**src/rtl/interfaz_teclado.sv**
```systemverilog
// Keypad front-end for the ATM controller: debounces the raw keypad and turns
// accepted keys into PIN digit strobes or accumulated decimal amounts.
//
// state       | meaning
// ------------+--------------------------------------------------------------
// IDLE        | no key down; waiting for the raw level to go high
// DEB_PRESS   | counting consecutive high samples of the same code
// HELD        | key accepted; waiting for the level to drop (no auto-repeat)
// DEB_RELEASE | counting consecutive low samples before re-arming
module interfaz_teclado #(
    parameter int unsigned DEBOUNCE_CYCLES   = 4,
    parameter int unsigned MAX_DIGITOS_MONTO = 9
) (
    input  logic        i_clk,
    input  logic        i_reset,
    input  logic        i_tecla_presionada,
    input  logic [3:0]  i_tecla,
    input  logic        i_modo_monto,
    output logic [4:0]  o_digito,
    output logic        o_digito_stb,
    output logic [31:0] o_monto,
    output logic        o_monto_stb,
    output logic        o_tecla_invalida
);

    typedef enum logic [1:0] {
        IDLE        = 2'd0,
        DEB_PRESS   = 2'd1,
        HELD        = 2'd2,
        DEB_RELEASE = 2'd3
    } state_t;

    // Down-counter holds the samples still needed; terminal count is 1.
    localparam logic [7:0] CNT_LOAD    = 8'(DEBOUNCE_CYCLES - 1);
    localparam logic [3:0] NDIG_MAX    = 4'(MAX_DIGITOS_MONTO);
    localparam logic [3:0] TECLA_CLEAR = 4'd10;
    localparam logic [3:0] TECLA_ENTER = 4'd11;

    state_t      r_state;
    logic [7:0]  r_count;
    logic [3:0]  r_tecla;
    logic        r_modo_prev;
    logic [31:0] r_acum;
    logic [3:0]  r_ndig;

    logic        w_accept;
    logic        w_es_digito;
    logic        w_cambio_modo;
    logic [31:0] w_acum_base;
    logic [3:0]  w_ndig_base;
    logic [31:0] w_acum_x10;
    logic [31:0] w_acum_dig;

    always_comb begin
        w_accept      = (r_state == DEB_PRESS) && i_tecla_presionada &&
                        (i_tecla == r_tecla) && (r_count == 8'd1);
        w_es_digito   = (r_tecla <= 4'd9);
        w_cambio_modo = (i_modo_monto != r_modo_prev);
        // A mode change wipes the partial amount before the key is interpreted.
        w_acum_base   = w_cambio_modo ? 32'd0 : r_acum;
        w_ndig_base   = w_cambio_modo ? 4'd0  : r_ndig;
        w_acum_x10    = (w_acum_base << 3) + (w_acum_base << 1);
        w_acum_dig    = w_acum_x10 + {28'd0, r_tecla};
    end

    always_ff @(posedge i_clk or negedge i_reset) begin
        if (!i_reset) begin
            r_state          <= IDLE;
            r_count          <= 8'd0;
            r_tecla          <= 4'd0;
            r_modo_prev      <= 1'b0;
            r_acum           <= 32'd0;
            r_ndig           <= 4'd0;
            o_digito         <= 5'd0;
            o_digito_stb     <= 1'b0;
            o_monto          <= 32'd0;
            o_monto_stb      <= 1'b0;
            o_tecla_invalida <= 1'b0;
        end else begin
            o_digito_stb     <= 1'b0;
            o_monto_stb      <= 1'b0;
            o_tecla_invalida <= 1'b0;
            r_modo_prev      <= i_modo_monto;
            r_acum           <= w_acum_base;
            r_ndig           <= w_ndig_base;

            case (r_state)
                IDLE: begin
                    if (i_tecla_presionada) begin
                        r_tecla <= i_tecla;
                        r_count <= CNT_LOAD;
                        r_state <= DEB_PRESS;
                    end
                end
                DEB_PRESS: begin
                    if (!i_tecla_presionada) begin
                        r_count <= 8'd0;
                        r_state <= IDLE;
                    end else if (i_tecla != r_tecla) begin
                        r_tecla <= i_tecla;
                        r_count <= CNT_LOAD;
                    end else if (r_count == 8'd1) begin
                        r_count <= 8'd0;
                        r_state <= HELD;
                    end else begin
                        r_count <= r_count - 8'd1;
                    end
                end
                HELD: begin
                    if (!i_tecla_presionada) begin
                        r_count <= CNT_LOAD;
                        r_state <= DEB_RELEASE;
                    end
                end
                DEB_RELEASE: begin
                    if (i_tecla_presionada) begin
                        r_count <= 8'd0;
                        r_state <= HELD;
                    end else if (r_count == 8'd1) begin
                        r_count <= 8'd0;
                        r_state <= IDLE;
                    end else begin
                        r_count <= r_count - 8'd1;
                    end
                end
                default: begin
                    r_count <= 8'd0;
                    r_state <= IDLE;
                end
            endcase

            if (w_accept) begin
                if (!i_modo_monto) begin
                    if (w_es_digito) begin
                        o_digito     <= {1'b0, r_tecla};
                        o_digito_stb <= 1'b1;
                    end else if (r_tecla > TECLA_ENTER) begin
                        o_tecla_invalida <= 1'b1;
                    end
                end else begin
                    if (w_es_digito) begin
                        if (w_ndig_base < NDIG_MAX) begin
                            r_acum <= w_acum_dig;
                            r_ndig <= w_ndig_base + 4'd1;
                        end else begin
                            o_tecla_invalida <= 1'b1;
                        end
                    end else if (r_tecla == TECLA_CLEAR) begin
                        r_acum <= 32'd0;
                        r_ndig <= 4'd0;
                    end else if (r_tecla == TECLA_ENTER) begin
                        if (w_ndig_base != 4'd0) begin
                            o_monto     <= w_acum_base;
                            o_monto_stb <= 1'b1;
                            r_acum      <= 32'd0;
                            r_ndig      <= 4'd0;
                        end else begin
                            o_tecla_invalida <= 1'b1;
                        end
                    end else begin
                        o_tecla_invalida <= 1'b1;
                    end
                end
            end
        end
    end

endmodule
```
**config.mk**
```make
export PLATFORM = sky130hd
export DESIGN_NAME = interfaz_teclado
export DESIGN_NICKNAME = d
export VERILOG_FILES = /design/src/rtl/interfaz_teclado.sv
export SDC_FILE = /design/constraint.sdc
export NUM_CORES = 1
export LEC_CHECK = 0
export BUFFER_PORTS_ARGS = -buffer_cell sky130_fd_sc_hd__buf_2
export CORE_MARGIN = 8
export CORE_UTILIZATION = 50
export DETAILED_ROUTE_END_ITERATION = 8
export PLACE_DENSITY = 0.68
export SETUP_SLACK_MARGIN = 0.5
export SLEW_MARGIN = 20
export SYNTH_ARGS = -nofsm -noshare
export SYNTH_HDL_FRONTEND = slang
export SYNTH_SLANG_ARGS = --single-unit
```
**constraint.sdc**
```tcl
create_clock -name i_clk -period 4.2 [get_ports i_clk]
set_input_delay 0.42 -clock i_clk [delete_from_list [all_inputs] [get_ports i_clk]]
set_output_delay 0.42 -clock i_clk [all_outputs]
set_load 0.03 [all_outputs]
```
* Word-level counts from Yosys, hierarchy flattened
Index checks and enable logic that the tools add are counted.
Word-level totals: bits of input ports 8, register bits 90
Operators by class: reduce and logical (&&, ||, !) cells 11, $add $sub $neg 4, multiplexer cells 53, bitwise logic cells 3, $lt $le $gt $ge 3, equal/unequal tests 16
Operators by type and width (count):
- 32-bit 2-to-1 mux | 8
- 8-bit 2-to-1 mux | 6
- 4-bit 2-to-1 mux | 11
- 32-bit adder | 1
- 32-bit by 4-bit adder with 32-bit output | 1
- 8-bit one-hot mux with 4 select lines | 1
- 1-bit 2-to-1 mux | 18
- 2-bit 2-to-1 mux | 7
- 4-bit == test (second input constant) | 2
- 8-bit by 1-bit == test with 1-bit output (second input constant) | 1
- 2-bit one-hot mux with 4 select lines | 1
- 4-bit one-hot mux with 2 select lines | 1
- 8-bit by 1-bit subtractor with 8-bit output (second input constant) | 1
- 2-bit != test (second input constant) | 3
- 3-bit != test (second input constant) | 2
- 6-bit AND reduction | 1
- 5-bit AND reduction | 1
- 4-bit by 1-bit adder with 4-bit output (second input constant) | 1
- 2-bit == test (second input constant) | 2
- 4-bit == test | 1
- 4-bit > comparator (second input constant) | 1
- 4-bit less-or-equal comparator (second input constant) | 1
- 4-bit < comparator (second input constant) | 1
- 4-bit != test | 1
- other kinds (12) | 16

* Depth between registers and ports, before layout
Gate-level depths: netlist (run 1).
word-level depth 9, gate-level depth with buffers 18

* Least setup slack after synthesis (run 1)
OpenSTA, ideal clock, no wires.
kind input port to flip-flop, from input port i_modo_monto, to register r_acum[28], data arrival time 3.962 ns, setup time 0.069 ns, slack 0.169 ns, stages on the path 18, cells stage by stage buf_2 > xnor2_1 > clkbuf_1 > clkbuf_1 > nand2_1 > inv_1 > ha_1 > ha_1 > inv_1 > fa_1 > nand2b_1 > a21oi_2 > o311a_4 > a221o_4 > a41oi_4 > o21ai_2 > or4b_1 > nand3_1
Between the ends: elaborated cells on any way between the ends 14, classes of those cells add/sub: 2; order compare: 1; eq/ne: 1; mux: 9; reduce/logical: 1
RTL lines:
- from (decl) | line 18 | input logic i_modo_monto,
- 1-bit != test | line 58 | w_cambio_modo = (i_modo_monto != r_modo_prev);
- 32-bit 2-to-1 mux | line 60 | w_acum_base = w_cambio_modo ? 32'd0 : r_acum;
- named net w_acum_base[1] | line 49 | logic [31:0] w_acum_base;
- 32-bit adder | line 62 | w_acum_x10 = (w_acum_base << 3) + (w_acum_base << 1);
- 32-bit by 4-bit adder with 32-bit output | line 63 | w_acum_dig = w_acum_x10 + {28'd0, r_tecla};
- 32-bit 2-to-1 mux | line 142 | if (w_ndig_base < NDIG_MAX) begin
- 32-bit 2-to-1 mux | line 141 | if (w_es_digito) begin
- 32-bit 2-to-1 mux | line 133 | if (!i_modo_monto) begin
- 32-bit 2-to-1 mux | line 132 | if (w_accept) begin
- to (signal assigned) | line 84 | r_acum <= w_acum_base;
- to (signal assigned) | line 143 | r_acum <= w_acum_dig;
- to (decl) | line 43 | logic [31:0] r_acum;
The timed path passes the listed nets, and every way through them passes these cells. A chain may end at the register's enable or synchronous reset.

* Worst setup path after layout (run 1)
from register r_modo_prev, to register r_acum[28]
Between the ends: elaborated cells on any way between the ends 14, classes of those cells add/sub: 2; order compare: 1; eq/ne: 1; mux: 9; reduce/logical: 1
RTL lines:
- from (decl) | line 42 | logic r_modo_prev;
- from (signal assigned) | line 83 | r_modo_prev <= i_modo_monto;
- 1-bit != test | line 58
- 32-bit 2-to-1 mux | line 60
- named net w_acum_base[4] | line 49
- 32-bit adder | line 62
- 32-bit by 4-bit adder with 32-bit output | line 63
- 32-bit 2-to-1 mux | line 142
- 32-bit 2-to-1 mux | line 141
- 32-bit 2-to-1 mux | line 133
- 32-bit 2-to-1 mux | line 132
The timed path passes the listed nets, and every way through them passes these cells.

==> run metrics, run 1 <==
status finished clean; Nets 721; Core ar. 11400 um^2; ant diodes 0; DR vias 4498; Die X 124 um; first-pass GRT wire length 21.4 mm; total CTS buffers 9; final setup fails 0; MaxCap Viol Count 0; setup TNS 0 ps; synthesized area 5800 um^2; Root Driver clkbuf_16; Cells after Synth 603; num rows 39; Post-Layout Cell Count 795; routed len/inst 15.8 um; Post-Syn Area per Cell 9.62 um^2; later-pin clock latency in the skew report 340 ps; Worst slew margin 52.1%; placed insts 776; min Tclk post-route 3590 ps; DR iter-0 viols 236; CTS tree built; RSZ-0062 raised after global routing yes; hold crit path type input port to asynchronous set/reset pin; pwr dens 309 nW/um^2; unique cell type count in the Yosys netlist 60; Critical Path Source Type flip-flop; largest net degree at the start of global routing 55; Initial Utilization 51.0%; clk sinks 90; Net Count, Synth 676; worst-margin pin slew 718 ps; port bufs 46; pins over their slew limit 0; CP Capture Type flip-flop; sequential element share of the synthesized area 38.8%; VDD IR-drop max 0.288 mV; Final GP Congestion 0.902; final count of hold timing violations 0; area growth from synthesis to layout 13.9%; number of flops mapped to enable cells by yosys 0; Post-DRT Antenna Nets 0; Post-DP Area 6230 um^2; initial antenna violation count 0; Total GRT Usage 17.4%; final WL 12.6 mm; post-route cell area 6610 um^2; Fin Hold WS 130 ps; vias in the first global route 4598; #FFs+latches synth 90; Crit path required time 4480 ps; # IOs 48; Die ar. 15300 um^2; Design Power 0.00204 W; skew final 9.28 ps; Final HPWL DP 9.14 mm; FMAX 279 MHz; Pre-Repair DR Iteration Count 5; DR vias/cell 5.66; CP Data Arrival Time 3870 ps; dominant synthesized flop cell dfrtp_1; layout cells sized above 1 20.1%; CTS max path bufs 2; number of remaining DRC errors 0; Die Y 124 um; total grt overflow 0; CP Max Fanout 6; Leakage Power 3.43 nW; clk slew on worst S/H paths 70 ps; Yosys warning count 0; Post-synth ARST share 100%; H-tree level count 3; type of the worst setup path flip-flop to flip-flop; fin crit share 85.5%
-- stage by stage --
| step | util, % | worst slack, ps |
|---|---|---|
| finish | 58.1 | 611 |
| global route | 58.1 | 452 |
| CTS | 57.6 | 552 |
| detailed placement | 54.8 | 266 |
| global placement | 54.8 | 336 |
| floorplan | - | 515 |
-- cells in the mapped netlist, types with 3 or more instances --
master	count	area share (%)
buf_2	3	0.26
a21oi_1	32	2.8
xor2_1	14	2.1
nand2b_1	8	0.86
xnor2_1	19	2.9
or3_1	3	0.32
clkbuf_1	18	1.2
and3_1	10	1.1
a21boi_0	4	0.52
nand3_1	13	1.1
o22ai_1	6	0.65
nand4_1	4	0.43
mux2_2	33	6.4
nor3_1	9	0.78
o211ai_1	5	0.65
a31oi_1	4	0.43
o31ai_1	5	0.65
a211oi_1	5	0.65
o21ai_0	59	5.1
o21a_1	3	0.39
inv_1	18	1.2
nor2_1	28	1.8
dfrtp_1	90	39
a21o_1	9	1.2
and2_1	29	3.1
ha_1	64	14
nand2_1	68	4.4
-- layout make-up --
cell class                 count  area (um^2)
clock inverter                 3         40.0
inverter                      18         67.6
clock buffer                  12          246
fill                        1005         4760
tap                          143          179
timing repair buffer          57          328
sequential                    90         2250
multi-input combinational    472         3490
-- flip-flops by register name, indices dropped and copies added, names as in the netlist, named ones only --
name,flops
r_tecla,4
o_digito,4
r_state,1
r_ndig,4
r_count,8
o_monto_stb,1
r_modo_prev,1
o_digito_stb,1
r_acum,32
o_monto,32
o_tecla_invalida,1
-- critical path: stages (launching register included) --
cell and delay (ps):
dfrtp_2 450, xnor2_4 220, buf_4 190, and2_1 180, ha_1 270, ha_4 270
o211ai_2 180, a21oi_2 70, o311a_4 390, a221o_4 460, a41oi_4 180, o21ai_2 100
or4b_1 470, nand3_1 100
-- repair_timing --
action                                  CTS  global route
endpoints found under the setup margin    4             9
resized for setup                         0            16
setup buffers                             4             0
pin swaps                                 1             3
hold buffers                              0             0
-- final timing paths --
kind | from | to | slack [ps] | cells past startpoint
max | r_modo_prev | r_acum[28] | 610 | 13
max in group asynchronous | i_reset | o_monto[17] | 3160 | 2
min reg2reg | r_acum[23] | r_acum[23] | 470 | 2
min in group i_clk | i_modo_monto | r_modo_prev | 320 | 1
max reg2reg | r_modo_prev | r_acum[28] | 610 | 13
min | i_reset | o_tecla_invalida | 130 | 1
-- power by group --
part	internal, W	switching, W	total [W]
clock network	0.000473	0.000326	0.000798
logic	0.000110	0.000173	0.000283
registers	0.000902	0.0000600	0.000962
total	0.00149	0.000559	0.00204
-- routing by layer --
layer / share of wire, % / routed length (um) / track usage [%] / vias up
li1: - / - / - / 2242
met1: 47 / 5950 / 22.2 / 2138
met2: 47 / 5860 / 28.7 / 100
met3: 4.2 / 530 / 2.77 / 18
met4: 2.0 / 250 / 7.52 / 0
met5: 0 / 0 / 0 / -
-- cell usage in the layout (no fill, tap or decap), types with 5 or more instances in the layout --
cell type,count
buf_2,45
xor2_1,14
nor2_1,28
clkbuf_16,9
nor3_1,9
ha_2,5
a21o_1,9
a211oi_1,5
o21ai_0,58
o211ai_1,5
a21oi_1,31
xnor2_1,18
ha_1,56
mux2_2,33
and2_1,25
inv_1,17
buf_4,11
o22ai_1,6
nand2b_1,7
nand2_1,68
dfrtp_1,89
and3_1,10
nand3_1,13
-- cells by family after synthesis --
family / after synthesis / share of synthesized area (%)
XOR/XNOR: 33 / 4.98
flip-flops: 90 / 38.8
other: 1 / 0.0646
AND/OR/NAND/NOR: 186 / 15.7
multiplexers: 34 / 6.58
buffers and inverters: 41 / 2.78
adder cells (fa/ha/maj): 65 / 14.2
AO/OA/AOI/OAI: 153 / 16.9
(Power assumes the default switching activity.)
==> run 2: changes to the inputs <==
--- a/config.mk
+++ b/config.mk
@@ -9,7 +9,7 @@
 export CORE_MARGIN = 8
 export CORE_UTILIZATION = 50
 export DETAILED_ROUTE_END_ITERATION = 8
-export PLACE_DENSITY = 0.68
+export PLACE_DENSITY = 0.67
 export SETUP_SLACK_MARGIN = 0.5
 export SLEW_MARGIN = 20
 export SYNTH_ARGS = -nofsm -noshare
==> constraint.sdc (replaced) <==
create_clock -name i_clk -period 3.5 [get_ports i_clk]
set_input_delay 0.35 -clock i_clk [delete_from_list [all_inputs] [get_ports i_clk]]
set_output_delay 0.35 -clock i_clk [all_outputs]
set_load 0.03 [all_outputs]
==> run metrics, run 2 (same netlist as run 1, synthesis figures left out) <==
total CTS buffers 9 (unchanged); Die Y 124 um (unchanged); Post-DRT Antenna Nets 0 (unchanged); CTS tree built; Final Util 65.1% (+7.0 points); Max stage delay on crit path 500 ps (+30 ps); post-route setup slack 24.8 ps (-586 ps); later-pin clock latency in the skew report 360 ps (+20 ps); skew final 8.42 ps (-0.860 ps); Leakage Power 3.71 nW (+8.3%); port bufs 46 (unchanged); CTS Hold Bufs 0 (unchanged); Design Power 0.00262 W (+28%); number of remaining DRC errors 0 (unchanged); final WL 14.8 mm (+17%); clk slew on worst S/H paths 70 ps (about the same); Root Driver clkbuf_16; WP buf/inv 4 (+3); placed insts 802 (+3.4%); DR vias 4901 (+9.0%); largest net degree at the start of global routing 60 (+9.1%); area growth from synthesis to layout 27.6%; Nets 770 (+6.8%); DR iter-0 viols 272 (+15%); pre-CTS WS -40.7 ps (-307 ps); top flop regs o_monto: 32 flops, r_acum: 32 flops, r_count: 8 flops; final setup fails 0 (unchanged); CP Capture Type flip-flop; FMAX 288 MHz (+3.3%); layout cells sized above 1 32.5% (+12 points); routed len/inst 17.5 um (+11%); num rows 39 (unchanged); CTS max path bufs 2 (unchanged); first-pass GRT wire length 24.2 mm (+13%); crit-path leading delay family compound AO/OA/AOI/OAI gates; fin crit share 99.3% (+14 points); CP max-delay cell or4b_1; Post-Layout Cell Count 845 (+6.3%); ant diodes 0 (unchanged); Final HPWL DP 10.1 mm (+11%); H-tree level count 3 (unchanged); clk sinks 90 (unchanged); commonest non-fill, non-tap cell in the layout dfrtp_1; hold crit path type input port to asynchronous set/reset pin; Worst slew margin 50.3% (-1.8 points); Critical Path Source Type flip-flop; worst-margin pin slew 746 ps (+27.6 ps); CP Data Arrival Time 3770 ps (-100 ps); Crit path required time 3790 ps (-690 ps); DR vias/cell 5.80 (+2.5%); MaxCap Viol Count 0 (unchanged); Final GP Congestion 0.879 (-2.5%); Die ar. 15300 um^2 (unchanged); Core ar. 11400 um^2 (unchanged); CP Max Fanout 6 (unchanged); initial antenna violation count 0 (unchanged); total grt overflow 0 (unchanged); vias in the first global route 4949 (+7.6%); # IOs 48 (unchanged); Total GRT Usage 20.0% (+2.6 points); RSZ-0062 raised after global routing yes; status finished clean; final count of hold timing violations 0 (unchanged); min Tclk post-route 3480 ps (-114 ps); most frequent cells in the layout 89 x dfrtp_1, 65 x nand2_1, 51 x buf_4; type of the worst setup path flip-flop to flip-flop; Initial Utilization 51.0% (unchanged); pwr dens 354 nW/um^2 (+15%); Pre-Repair DR Iteration Count 4 (-1); pins over their slew limit 0 (unchanged); CP cell instances xnor2_4, buf_6, buf_12, nand2_8, inv_6, ha_4, ha_4, inv_2, fa_2, nand2b_4, a21oi_4, o311a_4, a221o_4, a41oi_4, o21ai_2, or4b_1, nand3_1; crit-path most repeated cell ha_4; Die X 124 um (unchanged); VDD IR-drop max 0.307 mV (+6.4%)
-- run 2: cell count changes in the layout (fill, tap and decap cells not counted), sizes merged --
cell      previous run  this run
buf                 57       106
bufinv               1         2
inv                 18        19
clkinvlp             0         1
clkbuf              12        10
-- run 2: timing repair --
| item | 4_1_cts | 5_1_grt |
|---|---|---|
| gates resized for setup | 52 | 24 |
| setup buffers | 19 | 7 |
| gates cloned | 1 | 0 |
| setup endpoints to repair | 25 | 28 |
| pin swaps | 12 | 13 |
| hold endpoints to repair | 0 | 0 |
-- run 2: cell type report --
class / count / area [um^2]
clock inverters: 6 / 90.1
inverters: 18 / 72.6
flip-flops and latches: 90 / 2250
well taps: 143 / 179
multi-input cells: 472 / 3830
clock buffers: 10 / 229
fillers: 900 / 3970
repair buffers: 106 / 746
-- run 2: power breakdown --
part | internal, W | total (W) | switching [W]
Combinational | 0.000174 | 0.000441 | 0.000267
Sequential | 0.00108 | 0.00113 | 0.0000461
Clock | 0.000628 | 0.00105 | 0.000423
Total | 0.00189 | 0.00262 | 0.000736
-- run 2: metrics by stage --
stage	cell area (um^2)	TNS [ps]	hold slack [ps]
floorplan	6050	0	54.4
global placement	6590	0	455
detailed placement	6590	-40.7	462
CTS	7270	0	86.8
global route	7400	-230	127
finish	7400	0	63.7
-- run 2: per-layer routing --
layer | up-vias | share of wire [%] | global-route usage [%] | routed length (um)
met1 | 2392 | 43 | 25.0 | 6360
met2 | 131 | 50 | 33.6 | 7440
li1 | 2353 | - | - | -
met3 | 25 | 4.5 | 4.08 | 668
met4 | 0 | 2.1 | 7.30 | 316
met5 | - | 0 | 0 | 0
-- run 2: worst paths after layout --
check                                 start                         end  slack [ps]  cells past startpoint
worst max register to register  r_modo_prev                  r_acum[28]          20                     17
worst min-delay path                i_reset  asynchronous set/reset pin          60                      1
max in group asynchronous           i_reset                 o_monto[11]        2720                      2
worst min register to register  o_monto[31]                 o_monto[31]         470                      2
worst max-delay path            r_modo_prev                  r_acum[28]          20                     17
min in group i_clk               i_tecla[3]                  r_tecla[3]         260                      2
==> run 3: changes to the inputs <==
--- a/config.mk
+++ b/config.mk
@@ -5,11 +5,12 @@
 export SDC_FILE = /design/constraint.sdc
 export NUM_CORES = 1
 export LEC_CHECK = 0
+export ABC_AREA = 1
 export BUFFER_PORTS_ARGS = -buffer_cell sky130_fd_sc_hd__buf_2
 export CORE_MARGIN = 8
 export CORE_UTILIZATION = 50
 export DETAILED_ROUTE_END_ITERATION = 8
-export PLACE_DENSITY = 0.67
+export PLACE_DENSITY = 0.66
 export SETUP_SLACK_MARGIN = 0.5
 export SLEW_MARGIN = 20
 export SYNTH_ARGS = -nofsm -noshare
==> run metrics, run 3 <==
CTS tree built; Final HPWL DP 14.5 mm (+44%); DR vias 6646 (+36%); CTS Hold Bufs 0 (unchanged); H-tree level count 3 (unchanged); skew final 8.11 ps (-0.307 ps); #FFs+latches synth 90 (unchanged); Crit path required time 3740 ps (-50 ps); most common cell in the netlist nand2_1; initial antenna violation count 0 (unchanged); number of remaining DRC errors 0 (unchanged); first-pass GRT wire length 30.8 mm (+27%); synthesized area 7120 um^2 (+23%); Critical R2R Launch r_modo_prev; Die X 135 um (+9.4%); min Tclk post-route 2850 ps (-621 ps); type of the worst setup path flip-flop to flip-flop; layout cells sized above 1 19.3% (-13 points); final WL 18.9 mm (+28%); Die Y 135 um (+9.4%); post-synthesis compound-gate area fraction 9.76% (-7.1 points); MaxCap Viol Count 0 (unchanged); # IOs 48 (unchanged); crit-path most repeated cell nand2_1; total CTS buffers 9 (unchanged); CTS max path bufs 2 (unchanged); crit-path leading delay family simple AND/OR/NAND/NOR gates; largest cells by area after synthesis dfrtp_1 32%, nand2_1 20%, ha_1 11%; clk sinks 90 (unchanged); area growth from synthesis to layout 16.2%; commonest non-fill, non-tap cell in the layout nand2_1; unique cell type count in the Yosys netlist 38 (-37%); worst-margin pin slew 741 ps (-4.98 ps); status finished clean; RSZ-0062 raised after global routing yes; post-route setup slack 646 ps (+621 ps); hold crit path type input port to asynchronous set/reset pin; Worst slew margin 50.5% (+0.26 points); num rows 43 (+10%); CP max-delay cell dfrtp_1; Pre-Repair DR Iteration Count 5 (+1); Worst R2R End r_acum[25]; pins over their slew limit 0 (unchanged); setup TNS 0 ps (unchanged); port bufs 46 (unchanged); most frequent cells after synthesis 388 x nand2_1, 167 x inv_1, 98 x nor2_1; Fin Hold WS 30.9 ps (-32.9 ps); DR iter-0 viols 668 (+150%); top-area cell type share of the netlist area 31.6% (-7.2 points); Core ar. 13900 um^2 (+22%); Total GRT Usage 20.6% (+0.56 points); Internal Power 0.00178 W (-5.6%); Initial Utilization 51.3% (+0.26 points); Critical Path Source Type flip-flop; placed insts 1283 (+60%); Cells after Synth 1062 (+76%); clk slew on worst S/H paths 70 ps (about the same); Reg power frac 44.2% (+1.1 points); Leakage Power 4.80 nW (+29%); XOR/XNOR Fraction of Synth Area 1.97% (-3.0 points); WP buf/inv 3 (-1); Post-DRT Antenna Nets 0 (unchanged); vias in the first global route 6143 (+24%); sequential element share of the synthesized area 31.6% (-7.2 points); Synth Area in Adders 11.5% (-2.6 points); Nets 1191 (+55%); largest family of logic cells by synthesized area simple AND/OR/NAND/NOR gates; Net Count, Synth 1135 (+68%); pre-CTS WS 173 ps (+214 ps); later-pin clock latency in the skew report 340 ps (-20 ps); ant diodes 0 (unchanged); CP Data Arrival Time 3090 ps (-680 ps); top flop regs o_monto: 32 flops, r_acum: 32 flops, r_count: 8 flops; dominant synthesized flop cell dfrtp_1; VDD IR-drop max 0.196 mV (-36%); final setup fails 0 (unchanged); Reg2Reg Setup Slack 650 ps (+620 ps); Final GP Congestion 0.926 (+5.3%); post-synthesis simple-gate area fraction 33.7% (+18 points); final count of hold timing violations 0 (unchanged); switch share 33.9% (+5.8 points); DR vias/cell 5.10 (-12%); fin crit share 81.5% (-18 points); most frequent cells in the layout 371 x nand2_1, 166 x inv_1, 90 x dfrtp_1; Clock Power Share 34.3% (-5.8 points); Yosys warning count 0 (unchanged); total grt overflow 0 (unchanged); Post-Layout Cell Count 1302 (+54%); Synth area leader dfrtp_1; mux cell area share after synthesis 0% (-6.6 points); Psw 0.000914 W (+24%); Post-synth ARST share 100% (unchanged); Root Driver clkbuf_16; Post-Syn Area per Cell 6.70 um^2 (-30%); FMAX 350 MHz (+22%); Max stage delay on crit path 390 ps (-110 ps); pwr dens 326 nW/um^2 (-8.0%); Logic pwr share 21.5% (+4.7 points); largest net degree at the start of global routing 48 (-20%); reg2reg path depth 18 (+1); routed len/inst 14.5 um (-17%); CP Capture Type flip-flop; Die ar. 18300 um^2 (+20%); CP Max Fanout 20 (+14); number of flops mapped to enable cells by yosys 0 (unchanged); CP cell instances inv_1, nand2_1, nand2_4, buf_12, nand2_1, inv_1, ha_1, ha_2, nand2_2, nor2_2, and2_1, nand2_1, nand2_1, nand2_1, nand3_1, nand3_1, nand2_1, nand2_1
## run 3: cell types whose count changed in the layout (fill, tap and decap cells not counted), sizes merged, moves of 14 or more
cell | before | now
nand2 | 68 | 402
inv | 19 | 176
nor2 | 29 | 102
nand3 | 13 | 55
buf | 106 | 65
mux2 | 33 | 0
and2 | 29 | 3
xnor2 | 19 | 2
o21ai | 61 | 75
## run 3: timing repair
item,in CTS,in global routing
pin swaps,0,7
setup endpoints to repair,11,25
gates cloned,0,1
resized for setup,9,102
buffers inserted,0,3
## run 3: worst max-delay path by stage
stage	start	to	slack, ps	cells past startpoint
after global placement	i_modo_monto	r_acum[10]	190	21
after detailed placement	i_modo_monto	r_acum[30]	170	21
after global routing	r_modo_prev	r_acum[25]	460	19
final	r_modo_prev	r_acum[25]	650	18
after floorplan	i_modo_monto	r_acum[18]	580	20
after CTS	r_modo_prev	r_acum[20]	500	18
## run 3: area by class of cell
class	count	area (um^2)
Multi-Input combinational cell	777	4450
Timing Repair Buffer	66	407
Clock buffer	9	225
Fill cell	1355	5610
Sequential cell	90	2250
Clock inverter	6	50.0
Inverter	174	656
Tap cell	180	225
## run 3: power groups by stage
| stage | clock [W] | sequential, W | combinational [W] |
|---|---|---|---|
| after global placement | 0 | 0.00120 | 0.000543 |
| after floorplan | 0 | 0.00121 | 0.000387 |
| final | 0.000925 | 0.00119 | 0.000579 |
| after CTS | 0.000932 | 0.00119 | 0.000556 |
| after detailed placement | 0 | 0.00121 | 0.000551 |
| after global routing | 0.000985 | 0.00120 | 0.000654 |
## run 3: kinds of logic (layout without fill, tap and decap cells)
logic type / after synthesis / in the layout
adder cells (fa/ha/maj): 65 / 65
buffers and inverters: 195 / 255
other: 1 / 1
AO/OA/AOI/OAI: 116 / 116
XOR/XNOR: 16 / 16
flip-flops: 90 / 90
AND/OR/NAND/NOR: 579 / 579
## run 3: per-stage QoR
stage,power [W],utilization [%],cell area [um^2]
CTS,0.00267,56.6,7860
detailed placement,0.00176,54.4,7550
floorplan,0.00159,-,7120
global placement,0.00175,54.4,7550
finish,0.00269,59.6,8270
global route,0.00284,59.6,8270
## run 3: layer usage
metal | track usage, % | vias up | share of wire, %
li1 | - | 3398 | -
met1 | 29.7 | 3056 | 50
met2 | 31.8 | 178 | 44
met3 | 2.86 | 14 | 4.9
met4 | 4.57 | 0 | 1.0
met5 | 0 | - | 0
## run 3: worst register-to-register path, cell delays in order (launching register included)
cell and delay [ps]:
dfrtp_1 390, inv_1 60, nand2_1 70, nand2_4 150, buf_12 180, nand2_1 100, inv_1 150, ha_1 270
ha_2 380, nand2_2 100, nor2_2 160, and2_1 140, nand2_1 50, nand2_1 120, nand2_1 100, nand3_1 80
nand3_1 100, nand2_1 100, nand2_1 40
